[src/rtl/id_ex_reg_pkg.sv]
// -----------------------------------------------------------------------------
// id_ex_reg_pkg
// Shared CPU package used by the ID and EX stages.
//   - Control-bus layout: CTRL_W-wide bus ordered
//     {ALUsrc,j,jr,jal,bne,beq,blez,memread,memwrite,regwrite,memtoreg},
//     so ALUsrc is the MSB and memtoreg is bit 0.
//   - ALU opcode width OP_W and register-specifier width REG_W.
//   - ex_action_e: what the ID/EX register does on a given clock edge.
//   - pick_action(): resolves flush > stall > load_use > normal load.
//   - reg_hit(): producer/consumer register match in which r0 never matches.
// -----------------------------------------------------------------------------
package id_ex_reg_pkg;

  localparam int CTRL_W = 11;
  localparam int OP_W   = 4;
  localparam int REG_W  = 5;

  // Bit positions inside the control bus.
  localparam int CTRL_ALUSRC   = 10;
  localparam int CTRL_J        = 9;
  localparam int CTRL_JR       = 8;
  localparam int CTRL_JAL      = 7;
  localparam int CTRL_BNE      = 6;
  localparam int CTRL_BEQ      = 5;
  localparam int CTRL_BLEZ     = 4;
  localparam int CTRL_MEMREAD  = 3;
  localparam int CTRL_MEMWRITE = 2;
  localparam int CTRL_REGWRITE = 1;
  localparam int CTRL_MEMTOREG = 0;

  typedef enum logic [1:0] {
    ACT_LOAD   = 2'd0,  // capture the ID instruction
    ACT_HOLD   = 2'd1,  // global stall: keep everything
    ACT_BUBBLE = 2'd2,  // load-use hazard: insert a bubble
    ACT_FLUSH  = 2'd3   // misprediction: kill the ID instruction
  } ex_action_e;

  // Priority resolution for one clock edge.
  function automatic ex_action_e pick_action(input logic flush,
                                             input logic stall,
                                             input logic load_use);
    ex_action_e act;
    if (flush) begin
      act = ACT_FLUSH;
    end else if (stall) begin
      act = ACT_HOLD;
    end else if (load_use) begin
      act = ACT_BUBBLE;
    end else begin
      act = ACT_LOAD;
    end
    return act;
  endfunction

  // True when consumer reads the register the producer writes; r0 is
  // hard-wired to zero and never creates a dependency.
  function automatic logic reg_hit(input logic [REG_W-1:0] producer,
                                   input logic [REG_W-1:0] consumer);
    return (producer != {REG_W{1'b0}}) && (producer == consumer);
  endfunction

endpackage

[src/rtl/id_ex_reg_load_use_detect.sv]
// -----------------------------------------------------------------------------
// load_use_detect
// Purely combinational load-use hazard detector. It flags the case where
// the instruction in EX is a load whose destination (rt) is read by the
// instruction sitting in ID. A bubble in EX (ex_valid=0) never raises the
// request, so one bubble cannot trigger a second one.
// Ports:
//   ex_valid, ex_memread, ex_rt     - EX-side load information
//   id_valid, id_rs, id_rt          - ID-side source specifiers
//   id_uses_rt                      - ID instruction reads rt as a source
//   load_use                        - hazard request (hold PC and IF/ID)
// -----------------------------------------------------------------------------
module load_use_detect
  import id_ex_reg_pkg::*;
(
  input  logic             ex_valid,
  input  logic             ex_memread,
  input  logic [REG_W-1:0] ex_rt,
  input  logic             id_valid,
  input  logic [REG_W-1:0] id_rs,
  input  logic [REG_W-1:0] id_rt,
  input  logic             id_uses_rt,
  output logic             load_use
);

  logic rs_hit_s;
  logic rt_hit_s;

  // Match the loaded register against both possible ID sources.
  always_comb begin
    rs_hit_s = reg_hit(ex_rt, id_rs);
    rt_hit_s = id_uses_rt & reg_hit(ex_rt, id_rt);
    load_use = ex_valid & ex_memread & id_valid & (rs_hit_s | rt_hit_s);
  end

endmodule

[src/rtl/id_ex_reg.sv]
// -----------------------------------------------------------------------------
// id_ex_reg
// ID/EX pipeline register with load-use bubble insertion, flush on
// misprediction, global stall and saturating statistics counters.
// Each edge does exactly one of: flush (bubble), hold (stall),
// hazard bubble (load_use), or normal capture of the ID instruction.
// Ports:
//   clk, rst_n                              - clock, async active-low reset
//   id_valid, id_ctrl, id_op                - ID instruction valid/control/op
//   id_a, id_b, id_ext, id_index, id_pc     - ID datapath fields
//   id_rs, id_rt, id_rd, id_uses_rt         - register specifiers
//   stall, flush                            - pipeline hold / kill ID
//   ex_*                                    - registered EX-side copies
//   load_use                                - combinational hazard request
//   bubble_cnt, flush_cnt                   - saturating event counters
// -----------------------------------------------------------------------------
module id_ex_reg
  import id_ex_reg_pkg::*;
#(
  parameter int DATA_W = 32,
  parameter int CNT_W  = 16
) (
  input  logic              clk,
  input  logic              rst_n,
  input  logic              id_valid,
  input  logic [CTRL_W-1:0] id_ctrl,
  input  logic [OP_W-1:0]   id_op,
  input  logic [DATA_W-1:0] id_a,
  input  logic [DATA_W-1:0] id_b,
  input  logic [DATA_W-1:0] id_ext,
  input  logic [DATA_W-1:0] id_index,
  input  logic [DATA_W-1:0] id_pc,
  input  logic [REG_W-1:0]  id_rs,
  input  logic [REG_W-1:0]  id_rt,
  input  logic [REG_W-1:0]  id_rd,
  input  logic              id_uses_rt,
  input  logic              stall,
  input  logic              flush,
  output logic              ex_valid,
  output logic [CTRL_W-1:0] ex_ctrl,
  output logic [OP_W-1:0]   ex_op,
  output logic [DATA_W-1:0] ex_a,
  output logic [DATA_W-1:0] ex_b,
  output logic [DATA_W-1:0] ex_ext,
  output logic [DATA_W-1:0] ex_index,
  output logic [DATA_W-1:0] ex_pc,
  output logic [REG_W-1:0]  ex_rs,
  output logic [REG_W-1:0]  ex_rt,
  output logic [REG_W-1:0]  ex_rd,
  output logic              load_use,
  output logic [CNT_W-1:0]  bubble_cnt,
  output logic [CNT_W-1:0]  flush_cnt
);

  ex_action_e action_s;

  // Counter increment that sticks at all-ones.
  function automatic logic [CNT_W-1:0] sat_inc(input logic [CNT_W-1:0] v);
    logic [CNT_W-1:0] r;
    if (&v) begin
      r = v;
    end else begin
      r = v + {{(CNT_W-1){1'b0}}, 1'b1};
    end
    return r;
  endfunction

  load_use_detect u_load_use_detect (
    .ex_valid   (ex_valid),
    .ex_memread (ex_ctrl[CTRL_MEMREAD]),
    .ex_rt      (ex_rt),
    .id_valid   (id_valid),
    .id_rs      (id_rs),
    .id_rt      (id_rt),
    .id_uses_rt (id_uses_rt),
    .load_use   (load_use)
  );

  // Decide what this edge does; flush beats stall beats the hazard bubble.
  always_comb begin
    action_s = pick_action(flush, stall, load_use);
  end

  // Pipeline register and statistics counters.
  // On a bubble only valid/ctrl/op are cleared: the datapath fields are
  // don't-care downstream and are left untouched to avoid needless toggling.
  always_ff @(posedge clk or negedge rst_n) begin
    if (!rst_n) begin
      ex_valid   <= 1'b0;
      ex_ctrl    <= {CTRL_W{1'b0}};
      ex_op      <= {OP_W{1'b0}};
      ex_a       <= {DATA_W{1'b0}};
      ex_b       <= {DATA_W{1'b0}};
      ex_ext     <= {DATA_W{1'b0}};
      ex_index   <= {DATA_W{1'b0}};
      ex_pc      <= {DATA_W{1'b0}};
      ex_rs      <= {REG_W{1'b0}};
      ex_rt      <= {REG_W{1'b0}};
      ex_rd      <= {REG_W{1'b0}};
      bubble_cnt <= {CNT_W{1'b0}};
      flush_cnt  <= {CNT_W{1'b0}};
    end else begin
      case (action_s)
        ACT_FLUSH: begin
          ex_valid <= 1'b0;
          ex_ctrl  <= {CTRL_W{1'b0}};
          ex_op    <= {OP_W{1'b0}};
          // Only a real instruction being killed counts as a flush.
          if (id_valid) begin
            flush_cnt <= sat_inc(flush_cnt);
          end else begin
            flush_cnt <= flush_cnt;
          end
        end
        ACT_HOLD: begin
          ex_valid <= ex_valid;
        end
        ACT_BUBBLE: begin
          // ID instruction is not consumed; it is re-presented next cycle.
          ex_valid   <= 1'b0;
          ex_ctrl    <= {CTRL_W{1'b0}};
          ex_op      <= {OP_W{1'b0}};
          bubble_cnt <= sat_inc(bubble_cnt);
        end
        ACT_LOAD: begin
          ex_valid <= id_valid;
          ex_ctrl  <= id_valid ? id_ctrl : {CTRL_W{1'b0}};
          ex_op    <= id_op;
          ex_a     <= id_a;
          ex_b     <= id_b;
          ex_ext   <= id_ext;
          ex_index <= id_index;
          ex_pc    <= id_pc;
          ex_rs    <= id_rs;
          ex_rt    <= id_rt;
          ex_rd    <= id_rd;
        end
        default: begin
          ex_valid <= ex_valid;
        end
      endcase
    end
  end

endmodule

[config.mk]
export PLATFORM = sky130hd
export DESIGN_NAME = id_ex_reg
export DESIGN_NICKNAME = d
export VERILOG_FILES = /design/src/rtl/id_ex_reg_pkg.sv /design/src/rtl/id_ex_reg_load_use_detect.sv /design/src/rtl/id_ex_reg.sv
export SDC_FILE = /design/constraint.sdc
export NUM_CORES = 1
export LEC_CHECK = 0
export ABC_AREA = 1
export CAP_MARGIN = 10
export CORE_AREA = 2 2 162 164
export CTS_CLUSTER_SIZE = 30
export DETAILED_ROUTE_END_ITERATION = 6
export DIE_AREA = 0 0 164 166
export GPL_ROUTABILITY_DRIVEN = 0
export PLACE_DENSITY = 0.69
export SKIP_CTS_REPAIR_TIMING = 1
export SLEW_MARGIN = 20
export SYNTH_ARGS = -nofsm -noshare
export SYNTH_HDL_FRONTEND = slang
export SYNTH_HIERARCHICAL = 1
export SYNTH_SLANG_ARGS = --single-unit
[constraint.sdc]
create_clock -name clk -period 2.3 [get_ports clk]
set_clock_uncertainty 0.05 [all_clocks]
set_input_delay 0.345 -clock clk [delete_from_list [all_inputs] [get_ports clk]]
set_output_delay 0.345 -clock clk [all_outputs]
set_load 0.03 [all_outputs]
==> results.md <==
* Most frequent cells in the layout: 685 x nand2_1, 417 x clkdlybuf4s50_1, 220 x dfrtp_1
* Cell Area, Synth at 0.009454 mm²
* Post-route DRC at 0
* Reg2reg path depth at 12
* Mean Syn Cell Area at 8.207 µm²
* Worst Path Class, Setup: reg -> out
* Final hold violations at 0
* Gr ovfl total at 0
* Final core occ at 0.5890
* Unrepaired setup endpoints after global routing: no
* CP Capture Type: output port
* Max-slew violation count at 0
* Syn_nets at 1,350
* Vias in the first global route at 8,980
* Nets at 1,780
* Crit path cell chain: inv_2 > nand2_1 > nand2_1 > nor2_1 > nand3_1 > a21oi_2 > buf_4 > buf_4
* First-pass GRT wire length at 48.37 mm
* Peak VDD IR at 0.5965 mV
* Total Routing Usage GR at 0.2229
* Initial core utilization at 0.3691
* Commonest non-fill, non-tap cell in the layout: nand2_1
* Vias per cell at 4.602
* Data required, critical path at 1.90 ns
* Worst r2r src: ex_rt[4]$_DFFE_PN0P_
* Drt wl/cell at 15.87 µm
* TritonCTS clock tree: built
* Clock net sink count at 223
* Delay-heaviest family, CP: flip-flops
* Pin count of the biggest net entering global routing at 71
* Fraction of layout cells with a size suffix above 1 at 0.05952
* Worst Path Arrival at 1.82 ns
* Num CTS Buffers at 25
* Chip width at 164 µm
* Outcome: finished clean
* CTS clk-pin slew, worst paths at 0.06 ns
* Slew @ Worst Pin at 0.5764 ns
* Hold WC Path Type: in -> reg
* H-tree depth at 1
* Crit share post-route at 0.9612
* Row count at 59
* Total wire length at 30.66 mm
* Hold path depth at 3
* Max Cap Viol at 0
* Pre-antenna DRT Iters at 4
* Final ANT Viol Nets at 0
* First DRT Iteration DRCs at 661
* Final worst setup slack at 0.08914 ns
* FMAX at 0.4523 GHz
* Hold endpoint: ex_index[30]$_DFFE_PN0P_
* Cell with the largest stage delay on the worst path: dfrtp_1
* Die area at 0.02722 mm²
* Fin cells at 1,932
* CORE AREA at 0.02562 mm²
* Library cells used by synthesis at 26
* RR Endpoint: ex_pc[30]$_DFFE_PN0P_
* Antenna violations before repair at 1
* Seq/Total Area, Yosys at 0.5903
* Via Count at 8,892
* Pwr/cell area at 789.0 mW/mm²
* Post-Place Cells at 1,889
* Layout area overhead at 59.58%
* CP bufs+invs at 3
* Clock Latency Late Sink at 0.51 ns
* Worst hold start: id_index[30]
* CTS Buffer Depth at 3
* Worst setup SP type: flip-flop
* Final setup vio count at 0
* CP max stage delay at 0.43 ns
* Relative slew slack at 0.6158
* Gate Count Post-Synth at 1,152
* Ports at 420
* Tmin final at 2.211 ns
* Detailed placement HPWL at 22.45 mm
* Worst-path fanout max at 5
* Port Buffers at 419
* Synthesized flop and latch total at 223
* Leakage at 7.381 nW
* Post-Place Worst Slack at -0.06764 ns
* DIE HEIGHT at 166 µm
* Yosys warns at 6
* Hold slack at 0.3081 ns
* Root Driver: clkbuf_16
* R2r setup slk at 0.34 ns
==> power breakdown <==
group          internal (W)  switching [W]
Clock               0.00266        0.00159
Combinational       0.00130        0.00169
Sequential          0.00436       0.000301
Total               0.00832        0.00358
==> synthesized netlist by cell type <==
cell | count | area, µm²
nand4_1 | 7 | 43.79
buf_2 | 20 | 100.1
o21ai_0 | 20 | 100.1
buf_6 | 4 | 45.04
buf_1 | 1 | 3.750
nand3_1 | 40 | 200.2
xor2_1 | 10 | 87.58
dfrtp_1 | 223 | 5580
o21ai_1 | 1 | 5.000
a21oi_2 | 1 | 8.760
nor2_2 | 2 | 12.51
inv_1 | 42 | 157.7
nand2_4 | 1 | 11.26
nand2_2 | 6 | 37.54
inv_2 | 7 | 26.28
nor2_4 | 4 | 45.04
nand3b_1 | 4 | 30.03
a32o_1 | 4 | 40.04
xnor2_1 | 2 | 17.52
and3_1 | 1 | 6.260
nand3_2 | 1 | 10.01
nor2_1 | 41 | 153.9
nand2_1 | 685 | 2571
buf_4 | 13 | 97.59
ha_1 | 2 | 25.02
clkbuf_1 | 10 | 37.54
==> final cells by class <==
type	count	area, µm²
Fill cell	2240	10530
Timing Repair Buffer	451	4614
Antenna cell	1	2.502
Tap cell	335	419.2
Multi-Input combinational cell	832	3420
Clock inverter	8	165.2
Sequential cell	223	5584
Clock buffer	33	695.7
Inverter	49	186.4
==> routing by layer <==
layer / GRT usage / vias up / wire length (µm)
li1: - / 4358 / -
met1: 0.2745 / 4157 / 12280
met2: 0.3712 / 311 / 14640
met3: 0.06768 / 66 / 2626
met4: 0.07666 / 0 / 1108
met5: 0 / - / 0
==> worst min-delay path: cells and delay by family <==
family	cells	cell delay (ns)
buf+inv	1	0.39
simple gates	2	0.10
==> worst max path at each step <==
stage                         startpoint                         end  slack (ns)  cells after the start
floorplan           ex_rt[3]$_DFFE_PN0P_         ex_a[0]$_DFFE_PN0P_        0.15                     13
detailed placement              id_rs[3]   bubble_cnt[3]$_DFFE_PN0P_       -0.07                     12
finish              ex_rt[4]$_DFFE_PN0P_                    load_use        0.09                      8
CTS                 ex_rt[3]$_DFFE_PN0P_                    load_use        0.06                      8
global placement                id_rt[0]  bubble_cnt[14]$_DFFE_PN0P_       -0.03                     13
global route        ex_rt[1]$_DFFE_PN0P_                    load_use       0.003                      8
==> registers in the layout, summed over array words and instances (netlist names) <==
| register | cells |
|---|---|
| ex_pc | 32 |
| bubble_cnt | 16 |
| ex_rt | 5 |
| flush_cnt | 16 |
| ex_ctrl | 11 |
| ex_op | 4 |
| ex_a | 32 |
| ex_rs | 5 |
| ex_rd | 5 |
| ex_valid | 1 |
| ex_ext | 32 |
| ex_index | 32 |
| ex_b | 32 |
==> stage by stage <==
| step | TNS (ns) | area, µm² | total power [W] |
|---|---|---|---|
| after global placement | -0.2544 | 14210 | 0.007692 |
| after floorplan | 0 | 9454 | 0.006120 |
| after CTS | 0 | 15070 | 0.01204 |
| after global routing | 0 | 15080 | 0.01243 |
| after detailed placement | -2.250 | 14210 | 0.007724 |
| final | 0 | 15090 | 0.01190 |
==> cell families (layout without fill, tap and decap cells) <==
kind of cell,after synthesis,after routing,share of synthesized area
XOR/XNOR,12,12,0.01112
other,0,1,0
adder cells (fa/ha/maj),2,2,0.002646
buffers and inverters,97,541,0.04950
AO/OA/AOI/OAI,26,26,0.01628
AND/OR/NAND/NOR,792,792,0.3302
flip-flops,223,223,0.5903
Note: power is estimated with default switching activity, not from simulation.
